**config.mk**
```make
export PLATFORM = sky130hd
export DESIGN_NAME = alu_seq
export DESIGN_NICKNAME = d
export VERILOG_FILES = /design/src/rtl/alu_seq.sv
export SDC_FILE = /design/constraint.sdc
export NUM_CORES = 1
export LEC_CHECK = 0
export BUFFER_PORTS_ARGS = -buffer_cell sky130_fd_sc_hd__buf_4
export CORE_ASPECT_RATIO = 1.1
export CORE_MARGIN = 2
export CORE_UTILIZATION = 63
export DETAILED_ROUTE_END_ITERATION = 7
export GPL_TIMING_DRIVEN = 1
export PLACE_DENSITY = 0.84
export SLEW_MARGIN = 10
export SYNTH_ARGS = -nofsm -noshare
export SYNTH_HDL_FRONTEND = slang
export SYNTH_SLANG_ARGS = --single-unit
```
**constraint.sdc**
```tcl
create_clock -name clk -period 3.3 [get_ports clk]
set_input_delay 0.495 -clock clk [delete_from_list [all_inputs] [get_ports clk]]
set_output_delay 0.495 -clock clk [all_outputs]
set_load 0.01 [all_outputs]
```
**src/rtl/alu_seq.sv**
```systemverilog
// Sequential ALU: single-cycle ops plus optional iterative mul/divu/remu (ALU_SEQ_MULDIV_EN).
// Ports: clk, rst_n, in_valid/in_ready + a, b, op in; out_valid/out_ready + result, is_zero, busy out.
module alu_seq #(
  parameter int WIDTH = 32,
  parameter int SHW   = $clog2(WIDTH)
) (
  input  logic             clk,
  input  logic             rst_n,
  input  logic             in_valid,
  output logic             in_ready,
  input  logic [WIDTH-1:0] a,
  input  logic [WIDTH-1:0] b,
  input  logic [3:0]       op,
  output logic             out_valid,
  input  logic             out_ready,
  output logic [WIDTH-1:0] result,
  output logic             is_zero,
  output logic             busy
);

  typedef enum logic [1:0] {
    IDLE = 2'd0,
    BUSY = 2'd1,
    DONE = 2'd2
  } state_t;

  state_t           state_q;
  logic [WIDTH-1:0] result_q;
  logic             zero_q;
  logic [WIDTH-1:0] alu_d;
  logic [SHW-1:0]   shamt;

  assign shamt = b[SHW-1:0];

  always_comb begin
    alu_d = a + b;
    case (op)
      4'd1:    alu_d = a - b;
      4'd2:    alu_d = a ^ b;
      4'd3:    alu_d = a << shamt;
      4'd4:    alu_d = a >> shamt;
      4'd5:    alu_d = a & b;
      4'd6:    alu_d = a | b;
      4'd7:    alu_d = {{(WIDTH-1){1'b0}}, a < b};
      4'd8:    alu_d = $unsigned($signed(a) >>> shamt);
      4'd9:    alu_d = {{(WIDTH-1){1'b0}},
                        $signed(a) < $signed(b)};
      default: alu_d = a + b;
    endcase
  end

`ifdef ALU_SEQ_MULDIV_EN
  localparam logic [SHW-1:0] CNT_LAST = SHW'(WIDTH-1);

  logic [WIDTH-1:0] x_q, y_q, acc_q;
  logic [WIDTH-1:0] x_d, y_d, acc_d, fin_d;
  logic [3:0]       op_q;
  logic [SHW-1:0]   cnt_q;
  logic [WIDTH:0]   div_t;
  logic             div_ge;
  logic             md_go;

  assign md_go = (op == 4'd10) || (op == 4'd11)
              || (op == 4'd12);

  // mul: acc += x when y[0]; x <<= 1; y >>= 1.
  // div: acc is the partial remainder, x shifts
  // the dividend out and quotient bits in.
  // A zero divisor yields q=all ones, r=a.
  always_comb begin
    div_t  = {acc_q, x_q[WIDTH-1]};
    div_ge = div_t >= {1'b0, y_q};
    if (op_q == 4'd10) begin
      acc_d = acc_q + (y_q[0] ? x_q : '0);
      x_d   = x_q << 1;
      y_d   = y_q >> 1;
      fin_d = acc_d;
    end else begin
      acc_d = div_ge ? div_t[WIDTH-1:0] - y_q
                     : div_t[WIDTH-1:0];
      x_d   = {x_q[WIDTH-2:0], div_ge};
      y_d   = y_q;
      fin_d = (op_q == 4'd11) ? x_d : acc_d;
    end
  end

  assign busy = (state_q == BUSY);
`else
  assign busy = 1'b0;
`endif

  assign in_ready  = (state_q == IDLE);
  assign out_valid = (state_q == DONE);
  assign result    = result_q;
  assign is_zero   = zero_q;

  always_ff @(posedge clk or negedge rst_n) begin
    if (!rst_n) begin
      state_q  <= IDLE;
      result_q <= '0;
      zero_q   <= 1'b1;
`ifdef ALU_SEQ_MULDIV_EN
      x_q      <= '0;
      y_q      <= '0;
      acc_q    <= '0;
      op_q     <= '0;
      cnt_q    <= '0;
`endif
    end else begin
      case (state_q)
        IDLE: begin
          if (in_valid) begin
`ifdef ALU_SEQ_MULDIV_EN
            if (md_go) begin
              state_q <= BUSY;
              x_q     <= a;
              y_q     <= b;
              acc_q   <= '0;
              op_q    <= op;
              cnt_q   <= '0;
            end else begin
`else
            begin
`endif
              state_q  <= DONE;
              result_q <= alu_d;
              zero_q   <= (alu_d == '0);
            end
          end
        end
        BUSY: begin
`ifdef ALU_SEQ_MULDIV_EN
          x_q   <= x_d;
          y_q   <= y_d;
          acc_q <= acc_d;
          cnt_q <= cnt_q + SHW'(1);
          // last step commits straight into DONE
          if (cnt_q == CNT_LAST) begin
            state_q  <= DONE;
            result_q <= fin_d;
            zero_q   <= (fin_d == '0);
          end
`else
          state_q <= IDLE;
`endif
        end
        DONE: begin
          if (out_ready) state_q <= IDLE;
        end
        default: state_q <= IDLE;
      endcase
    end
  end

endmodule

```
==> flow_results.org, run 1 <==
** CTS
- # hold bufs at CTS :: 0
- The cell sitting at the root of the clock tree is a clkbuf_16.
- CTS built an H-tree with a depth of 2.
- Post-CTS Setup Bufs :: 12
- Maximum clock path buffer count :: 2
- TritonCTS created 5 clock buffers.
- After clock tree synthesis, the repair step resized 88 gates.
- Clock tree synthesis found a total of 34 sinks.

** Logic synthesis
- After synthesis, the mean cell area works out to 7.127 um2.
- Summed over all instances, the cell type with the most area after synthesis is ha_1.
- Gate count after technology mapping :: 1575
- Most frequently used flop master after synthesis :: dfrtp_1
- Counting flops with an async set or reset pin after synthesis yields a share of 1.000.
- Netlist area before placement :: 11220 um2
- Most numerous cell types in the synthesized netlist :: nand2_1, nor2_1, o21ai_0, a21oi_1, ha_1
- In this run, distinct cell masters in the synthesized netlist total 91.
- After synthesis the netlist holds a flip-flop and latch count of 34.
- Warning count from the yosys run :: 0
- In the post-synthesis netlist, the cell with the most instances is nand2_1.
- Of the post-synthesis cell area, the dominant cell type holds 0.1081.
- Post-synth EDFFs :: 0
- Of the synthesized area, sequential elements account for 0.07591.
- Mapped Nets :: 1746
- Sorting the synthesized cells by area gives the leading types as ha_1, dfrtp_1, mux4_2.

** Outcome
- Stage where the flow stopped :: clock tree synthesis
- The first error in the log reads "[ERROR DPL-0033] detailed placement checks failed during check placement".
- Outcome :: did not finish

** Placed design
- The congestion estimate from routability-driven global placement came to 1.331.
- The HPWL after detailed placement is 54290 um.
- Input and output buffers added on the ports amount to 106.
- Including well taps, the total number of placed cells is 2362.

** Floorplan
- Vert. Die Dim :: 144.0 um
- The die is 131.3 um wide.
- Row generation in the floorplan step produced 51 rows.
- For this configuration, the core starts out at a cell density of 0.6373.
- I/O pin total :: 108
per-stage QoR:
stage / TNS [ns] / area (um2) / hold slack (ns) / worst slack, ns
3_3_place_gp: -6.113 / 16270 / 0.4446 / -1.331
3_5_place_dp: -9.617 / 16270 / 0.4512 / -1.485
2_1_floorplan: -0.8355 / 11500 / 0.1994 / -0.5822
cells by family after synthesis:
family                     after synthesis  share of synthesized area
and+or+nand+nor                        531                     0.2301
buffers and inverters                  218                    0.08171
xor gates and xnor gates                18                    0.01405
DFF                                     34                    0.07591
adders and majority gates               99                     0.1117
other                                    1                  0.0003341
muxes                                  125                     0.1546
AOI/OAI and AO/OA                      549                     0.3316
==> run 2, diff against run 1 <==
- CORE_ASPECT_RATIO: 1.1 -> default
- CORE_UTILIZATION: 63 -> 40
- PLACE_DENSITY: 0.84 -> default
- PLACE_DENSITY_LB_ADDON: default -> 0.15
==> run 2 against run 1 <==
The flow now finishes, with violations (setup timing). Synthesized cell count unchanged. Area after synthesis unchanged.
==> flow_results.org, run 2 <==
** Outcome
- Outcome: complete, but fails checks (was did not finish).
- The final reports fail on setup timing.

** Placed design
- The post-detailed-placement cell area is 17230 um2 (was 16270 um2).
- Number of placed cells counting well taps :: 2597 (was 2362)
- Post-DP HPWL :: 56270 um (was 54290 um)
- Placer congestion estimate :: 1.100 (was 1.331)
- Number of I/O port buffers :: 106 (unchanged)

** Logic synthesis
- Register area share after synthesis :: 0.07591 (unchanged)
- The cell area after synthesis came to 11220 um2 (unchanged).
- Distinct cell type count after synthesis :: 91 (unchanged)
- The post-synthesis average cell area is 7.127 um2 (unchanged).
- Flops & latches, synth :: 34 (unchanged)
- Leading area contributor after synthesis :: ha_1 (unchanged)
- The number of nets in the synthesized netlist is 1746 (unchanged).
- Proportion of netlist area held by the largest area contributor :: 0.1081 (unchanged)
- Count leader, synth :: nand2_1 (unchanged)
- Synth top area cells :: ha_1, dfrtp_1, mux4_2 (unchanged)
- Most numerous cell types in the synthesized netlist :: nand2_1, nor2_1, o21ai_0, a21oi_1, ha_1 (unchanged)
- The number of warnings issued by yosys came to 0 (unchanged).
- The count of mapped cells out of synthesis is 1575 (unchanged).
- The number of enable-type register cells in the synthesized netlist came to 0 (unchanged).
- Most frequently used flop master after synthesis :: dfrtp_1 (unchanged)
- The fraction of synthesis flops using an asynchronous set or reset pin came to 1.000 (unchanged).

** Route
- Wires add up to 69260 um.
- Remaining routing DRC violations :: 0
- ANT nets after route :: 0
- Dividing the detail-routed via count by the number of cells gives 6.407.
- Via count of the routed design :: 16875
- Initial DRC count :: 2312
- Dividing the detail-routed wire length by the instance count gives 26.30 um.
- The first TritonRoute pass finished after 6 iterations.

** Timing
- On the final layout, the worst hold slack is 0.1652 ns.
- Final Worst Setup Slack :: -0.6186 ns
- The max-slew violation count is 0.
- Hold violation count in the final report :: 0
- Worst Clk Skew :: 0.004514 ns
- In the finished design, the share of the clock period the worst path needs comes to 1.187.
- Based on the critical path, the design can be clocked at up to 0.2552 GHz.
- Headroom to the max-slew limit came out at 0.3635.
- Setup repair after global routing missed its margin :: yes
- Setup violations remaining at the end of the flow were counted as 7.
- Counting I/O delays and the setup requirement, the final critical path takes 3.919 ns.
- Slew @ Worst Pin :: 0.9415 ns

** CTS
- TritonCTS clock tree :: done
- Cell at the root of the clock tree :: clkbuf_16 (unchanged)
- Total clock buffers created by CTS :: 5 (unchanged)
- Number of sinks on the clock net :: 34 (unchanged)
- The post-cts hold buffer count was 0 (unchanged).
- Skew-Pair Late Insertion Delay :: 0.28 ns
- Post-CTS clock slew at the launch and capture registers of the worst setup and hold paths :: 0.06 ns
- The maximum count of clock buffers along a single path is 2 (unchanged).
- The total number of H-tree levels is 2 (unchanged).

** Cells and area
- Sequential cell area :: 852.1 um2
- Area overhead of the layout relative to synthesis :: 64.63%
- Count of fill cells added during filler insertion :: 2420
- For this run, the number of standard cells in the final layout without fillers is 2634.
- Most common cell after layout, fill and taps aside :: buf_4
- Of the cells placed in the final design, the portion with a size suffix greater than 1 is 0.4537.
- Leaving out fill and tap cells, the most frequent cells in the layout are buf_4, nand2_1, nor2_1, o21ai_0, a21oi_1.
- The multi-input combinational cells in the finished layout cover a total of 10390 um2.
- Number of flip-flops under the largest register name :: 32
- After routing the design area is 18480 um2.
- Final nets :: 2426

** Power
- Across the VDD grid, the largest voltage drop is 0.2136 mV.
- Power spread over the standard cell area amounts to 255.0 nW/um2.
- Leakage power figure :: 8.531 nW

** Critical path
- The worst setup path is launched from a primary input.
- Along the worst path, the maximum fanout reaches 6.
- Data on the critical path is required at its endpoint by 3.53 ns.
- Arrival time reported for the critical path endpoint :: 4.14 ns
- The critical path in this run is classified as in2reg.
- Type of destination of the critical path :: flop

** Global route
- The global routing stage identified its most utilized layer as met2.
- Vias in the first global route :: 16308
- For this run the aggregate overflow at the end of global routing stands at 0.
- The first global-routing pass estimated 100100 um of wire.
- For this run, global-route usage on met1 was measured as 0.5842.
- The number of antenna violations at the first check in global routing came to 2.
- M2 GR Usage :: 0.7075
- Overall global routing resource usage :: 0.4581
- Largest net degree at the start of global routing :: 57
- In the global route stage, met3 resource usage came out at 0.1109.

** Run
- MaxCap Viol Count :: 0

** Hold path
- The tightest min-delay check is of the in2async type.

** Floorplan
- The core region is 27710 um2.
- The floorplan step defined a die boundary enclosing 29420 um2.
- The horizontal die dimension came to 171.5 um (was 131.3 um).
- The height of the chip came to 171.5 um (was 144.0 um).
- The count of boundary I/O pins is 108 (unchanged).
- Row count :: 61 (was 51)
- The effective utilization at floorplan came to 0.4051 (was 0.6373).
-- run 2: final timing paths --
path	startpoint	to	slack, ns	depth (start not counted)
hold / removal	rst_n	result[25]$_DFFE_PN0P_	0.17	1
setup reg to reg	state_q[1]$_DFFE_PN0P_	is_zero$_DFFE_PN1P_	0.27	12
hold reg to reg	result[28]$_DFFE_PN0P_	result[28]$_DFFE_PN0P_	0.48	1
setup / recovery	b[0]	is_zero$_DFFE_PN1P_	-0.62	15
min in group clk	out_ready	state_q[1]$_DFFE_PN0P_	0.41	2
max in group asynchronous	rst_n	is_zero$_DFFE_PN1P_	2.79	1
-- run 2: layout make-up --
type,count,area share
inverters,98,0.02119
well taps,378,0.02559
repair buffers,793,0.3376
multi-input cells,1323,0.5621
clock buffers,5,0.006771
diodes,1,0.0001354
clock inverters,2,0.0005417
flip-flops and latches,34,0.04611
-- run 2: power breakdown --
| part | internal [mW] | leakage [nW] | total, mW | switching (mW) |
|---|---|---|---|---|
| logic | 1.72 | 8.04 | 3.65 | 1.93 |
| clock network | 0.273 | 0.0694 | 0.458 | 0.185 |
| registers | 0.535 | 0.417 | 0.608 | 0.0731 |
| total | 2.53 | 8.53 | 4.71 | 2.19 |
-- run 2: metal layers --
metal | wire length, um | up-vias
met5 | 0 | -
met4 | 4934 | 0
met3 | 8254 | 305
met2 | 29400 | 1242
met1 | 26680 | 7973
li1 | - | 7355
-- run 2: timing repair --
item	CTS	global route
pin swaps	35	38
setup buffers	18	10
gates cloned	1	0
resized for setup	95	95
endpoints found under the setup margin	12	12
-- run 2: kinds of logic (layout without fill, tap and decap cells) --
logic type	count (synthesis)	after routing	synth area share
AO/OA/AOI/OAI	549	549	0.3316
XOR/XNOR	18	18	0.01405
adder cells (fa/ha/maj)	99	99	0.1117
buffers and inverters	218	898	0.08171
flip-flops	34	34	0.07591
multiplexers	125	125	0.1546
other	1	2	0.0003341
AND/OR/NAND/NOR	531	531	0.2301
-- run 2: worst max-delay path, stage by stage --
cell	delay, ns
buf_12	0.10
buf_12	0.14
buf_6	0.12
mux4_2	0.50
mux2i_1	0.18
buf_4	0.16
o221ai_2	0.14
a2111oi_2	0.40
o21ai_2	0.17
a2111o_1	0.42
a2111oi_4	0.48
buf_4	0.18
nand4b_1	0.15
nor4_4	0.29
a41o_1	0.20
-- run 2: metrics by stage --
step                total power [mW]  setup WS (ns)  utilization  TNS (ns)
global placement               3.796         -1.910       0.6218    -9.587
detailed placement             3.841         -1.631       0.6218    -10.46
CTS                            4.461        -0.6100       0.6490    -1.660
global route                   4.923        -0.6797       0.6669    -2.805
finish                         4.713        -0.6186       0.6670    -1.885
floorplan                      2.058        -0.5822            -   -0.8355
Power figures use the tool's default switching activity.
==> run 3, diff against run 2 <==
==> constraint.sdc (replaced) <==
create_clock -name clk -period 3.3 [get_ports clk]
set_input_delay 0.33 -clock clk [delete_from_list [all_inputs] [get_ports clk]]
set_output_delay 0.33 -clock clk [all_outputs]
set_load 0.01 [all_outputs]
==> run 3 against run 2 <==
The run ends with hold timing, setup timing left. Critical path depth increased by 1. Die area stayed put. Worst hold slack lost 0.17 ns. Core utilization down 2.6 points. Global-route usage decreased by 2.1 points. Fmax increased by 5.0%. Total power decreased by 3.8%. Via count is 3.0% lower. Largest cell class unchanged.
==> flow_results.org, run 3 (synthesis gave the netlist of run 2 again) <==
** CTS
- The total number of H-tree levels was 2 (unchanged).
- Number of sinks on the clock net :: 34 (unchanged)
- The TritonCTS clock tree is done (unchanged).
- Skew-Pair Late Insertion Delay :: 0.28 ns (about the same)
- The clock-pin transition on the worst setup and hold timing paths was 0.06 ns (about the same).
- The cell at the root of the clock tree was clkbuf_16 (unchanged).
- The TritonCTS buffer count is 5 (unchanged).
- Maximum clock path buffer count :: 2 (unchanged)

** Cells and area
- Antenna diode count :: 0 (was 1)
- The final cell count without fillers came to 2592 (was 2634).
- Highest-count cells in the layout ignoring fill and taps: buf_4, nand2_1, nor2_1, o21ai_0, a21oi_1 (unchanged).
- Final nets :: 2384 (was 2426)
- Share of final-layout standard cells stronger than drive strength 1 :: 0.4246 (was 0.4537)
- The share of the core filled with cells is 0.6410 (was 0.6670).
- The most common cell after layout, fill and taps aside is buf_4 (unchanged).
- Number of flip-flops under the largest register name :: 32 (unchanged)
- The synthesis-to-finish area growth is 58.22% (was 64.63%).
- The final instance area came to 17760 um2 (was 18480 um2).
- The count of filler cells inserted in the layout was 2565 (was 2420).

** Placed design
- Setup slack at placement :: -1.557 ns (was -1.631 ns)
- The number of input and output port buffers inserted is 106 (unchanged).
- Post-DP HPWL :: 54160 um (was 56270 um)
- Placer congestion estimate :: 1.117 (was 1.100)
- Placement-stage cell area :: 16980 um2 (was 17230 um2)
- The number of placed instances with taps included was 2575 (was 2597).

** Global route
- The via count of the first global-routing pass came to 15594 (was 16308).
- Antenna violations before repair :: 0 (was 2)
- Wire length of the first global-routing pass :: 96130 um (was 100100 um)
- Overall global routing resource usage :: 0.4375 (was 0.4581)
- Largest net degree at the start of global routing :: 59 (was 57)
- Grt total ovfl :: 0 (unchanged)

** Power
- The leakage power of the design was 8.230 nW (was 8.531 nW).
- PD cells :: 255.2 nW/um2 (was 255.0 nW/um2)
- Worst-case vdd ir drop :: 0.1877 mV (was 0.2136 mV)
- The total power after layout is 4.531 mW (was 4.713 mW).

** Critical path
- Slowest cell delay on critical path :: 0.50 ns (about the same)
- Critical register-to-register path startpoint :: state_q[1]$_DFFE_PN0P_ (unchanged)
- CP Max Fanout :: 15 (was 6)
- Critical path cell sequence :: buf_8 > buf_12 > buf_6 > mux2_2 > a222oi_1 > buf_4 > o22ai_1 > o21ai_0 > buf_4 > nand2_1 > a2111o_1 > a2111oi_4 > buf_4 > nand4b_1 > nor4_2 > a41o_1 (was buf_12 > buf_12 > buf_6 > mux4_2 > mux2i_1 > buf_4 > o221ai_2 > a2111oi_2 > o21ai_2 > a2111o_1 > a2111oi_4 > buf_4 > nand4b_1 > nor4_4 > a41o_1)
- The number of buffer and inverter stages on the critical path is 6 (was 5).
- The largest delay contributor family on the critical path was compound AO/OA/AOI/OAI gates (unchanged).
- Reg2Reg Depth :: 12 (unchanged)
- Worst R2R Setup Slack :: 0.32 ns (was 0.27 ns)
- Type of destination of the critical path :: flop (unchanged)
- The critical path startpoint category was a primary input (unchanged).
- The data required time of the critical path was 3.53 ns (about the same).
- The slowest cell on the critical path is a2111o_1 (was mux4_2).
- Destination of the worst register-to-register timing path :: is_zero$_DFFE_PN1P_ (unchanged)
- The data arrival at the endpoint of the critical path is 3.96 ns (was 4.14 ns).
- The worst setup path category is in2reg (unchanged).
- Most frequent CP cell :: buf_4

** Timing
- Final number of setup-violating endpoints :: 3 (was 7)
- Worst Clk Skew :: 0.003502 ns (was 0.004514 ns)
- The worst slew slack as a fraction of its limit was 0.4642 (was 0.3635).
- The time the worst path needs with I/O delays and setup is 3.732 ns (was 3.919 ns).
- Final Worst Setup Slack :: -0.4317 ns (was -0.6186 ns)
- The max-slew violation count came to 0 (unchanged).
- Highest achievable clock rate :: 0.2680 GHz (was 0.2552 GHz)
- Hold violation count in the final report :: 10 (was 0)
- The post-route clock period utilization came to 1.131 (was 1.187).
- The slew at the pin closest to its max-slew limit is 0.8017 ns (was 0.9415 ns).
- The setup total negative slack was -0.5242 ns (was -1.885 ns).
- The hold slack came to -0.006409 ns (was 0.1652 ns).
- Setup repair after global routing missed its margin: yes (unchanged).

** Route
- Remaining routing DRC violations :: 0 (unchanged)
- Via count of the routed design :: 16363 (was 16875)
- ANT nets after route :: 0 (unchanged)
- Post-detailed-route wirelength per cell :: 25.47 um (was 26.30 um)
- Average vias per placed instance :: 6.313 (was 6.407)
- Initial DRC count :: 1899 (was 2312)
- The detailed-router iteration count before antenna repair was 7 (was 6).
- Total routed wirelength :: 66020 um (was 69260 um)

** Outcome
- Outcome: complete, but fails checks (unchanged).
- Failing checks :: hold timing, setup timing (was setup timing)

** Floorplan
- Die Outline Area :: 29420 um2 (unchanged)
- The effective utilization at floorplan is 0.4051 (unchanged).
- The total number of placement rows came to 61 (unchanged).
- Placeable core area :: 27710 um2 (unchanged)
- The height of the chip was 171.5 um (unchanged).
- I/O pin total :: 108 (unchanged)
- Floorplan die width :: 171.5 um (unchanged)

** Hold path
- The type of the tightest min-delay check is in2async (unchanged).

** Run
- MaxCap Viol Count :: 0 (unchanged)
==> run 3: worst reg2reg max path, cell delays in order (launching register included) <==
cell and delay [ns]:
dfrtp_1 0.40, nand2b_2 0.24, a21oi_1 0.16, o211ai_1 0.12
a21oi_1 0.13, o211ai_1 0.16, nor4_1 0.40, nand4_1 0.24
a2111oi_4 0.33, buf_4 0.18, nand4b_1 0.12, nor4_2 0.26
a41o_1 0.18
==> run 3: layout make-up <==
type / count / area, um2 / share of cell area
clock buffers: 6 / 138.9 / 0.007820
clock inverters: 2 / 12.51 / 0.0007045
inverters: 98 / 391.6 / 0.02205
multi-input cells: 1323 / 10110 / 0.5693
flip-flops and latches: 34 / 852.1 / 0.04798
well taps: 378 / 473.0 / 0.02663
repair buffers: 751 / 5781 / 0.3255
==> run 3: power breakdown <==
group	internal, mW	switching, mW	leakage (nW)
combinational	1.62	1.82	7.74
clock	0.299	0.190	0.0729
sequential	0.535	0.0663	0.417
==> run 3: worst max-delay path by stage <==
stage	start	endpoint	slack (ns)	cells past startpoint
after CTS	a[0]	is_zero$_DFFE_PN1P_	-0.44	15
final	b[0]	is_zero$_DFFE_PN1P_	-0.43	16
after global routing	b[0]	is_zero$_DFFE_PN1P_	-0.59	15
after detailed placement	a[0]	is_zero$_DFFE_PN1P_	-1.56	16
after global placement	a[0]	is_zero$_DFFE_PN1P_	-1.57	16
after floorplan	b[2]	is_zero$_DFFE_PN1P_	-0.42	18
==> run 3: timing repair <==
| item | in CTS | in global routing |
|---|---|---|
| resized for setup | 44 | 64 |
| buffers inserted | 7 | 2 |
| setup endpoints to repair | 10 | 9 |
| hold endpoints to repair | 0 | 0 |
| pin swaps | 16 | 28 |
| hold buffers | 0 | 0 |
==> run 3: metal layers <==
layer  up-vias  track usage  wire length (um)
met3       272       0.1045              7298
met4         0       0.2299              4621
li1       7262            -                 -
met1      7730       0.5701             26210
met5         -            0                 0
met2      1099       0.6682             27890
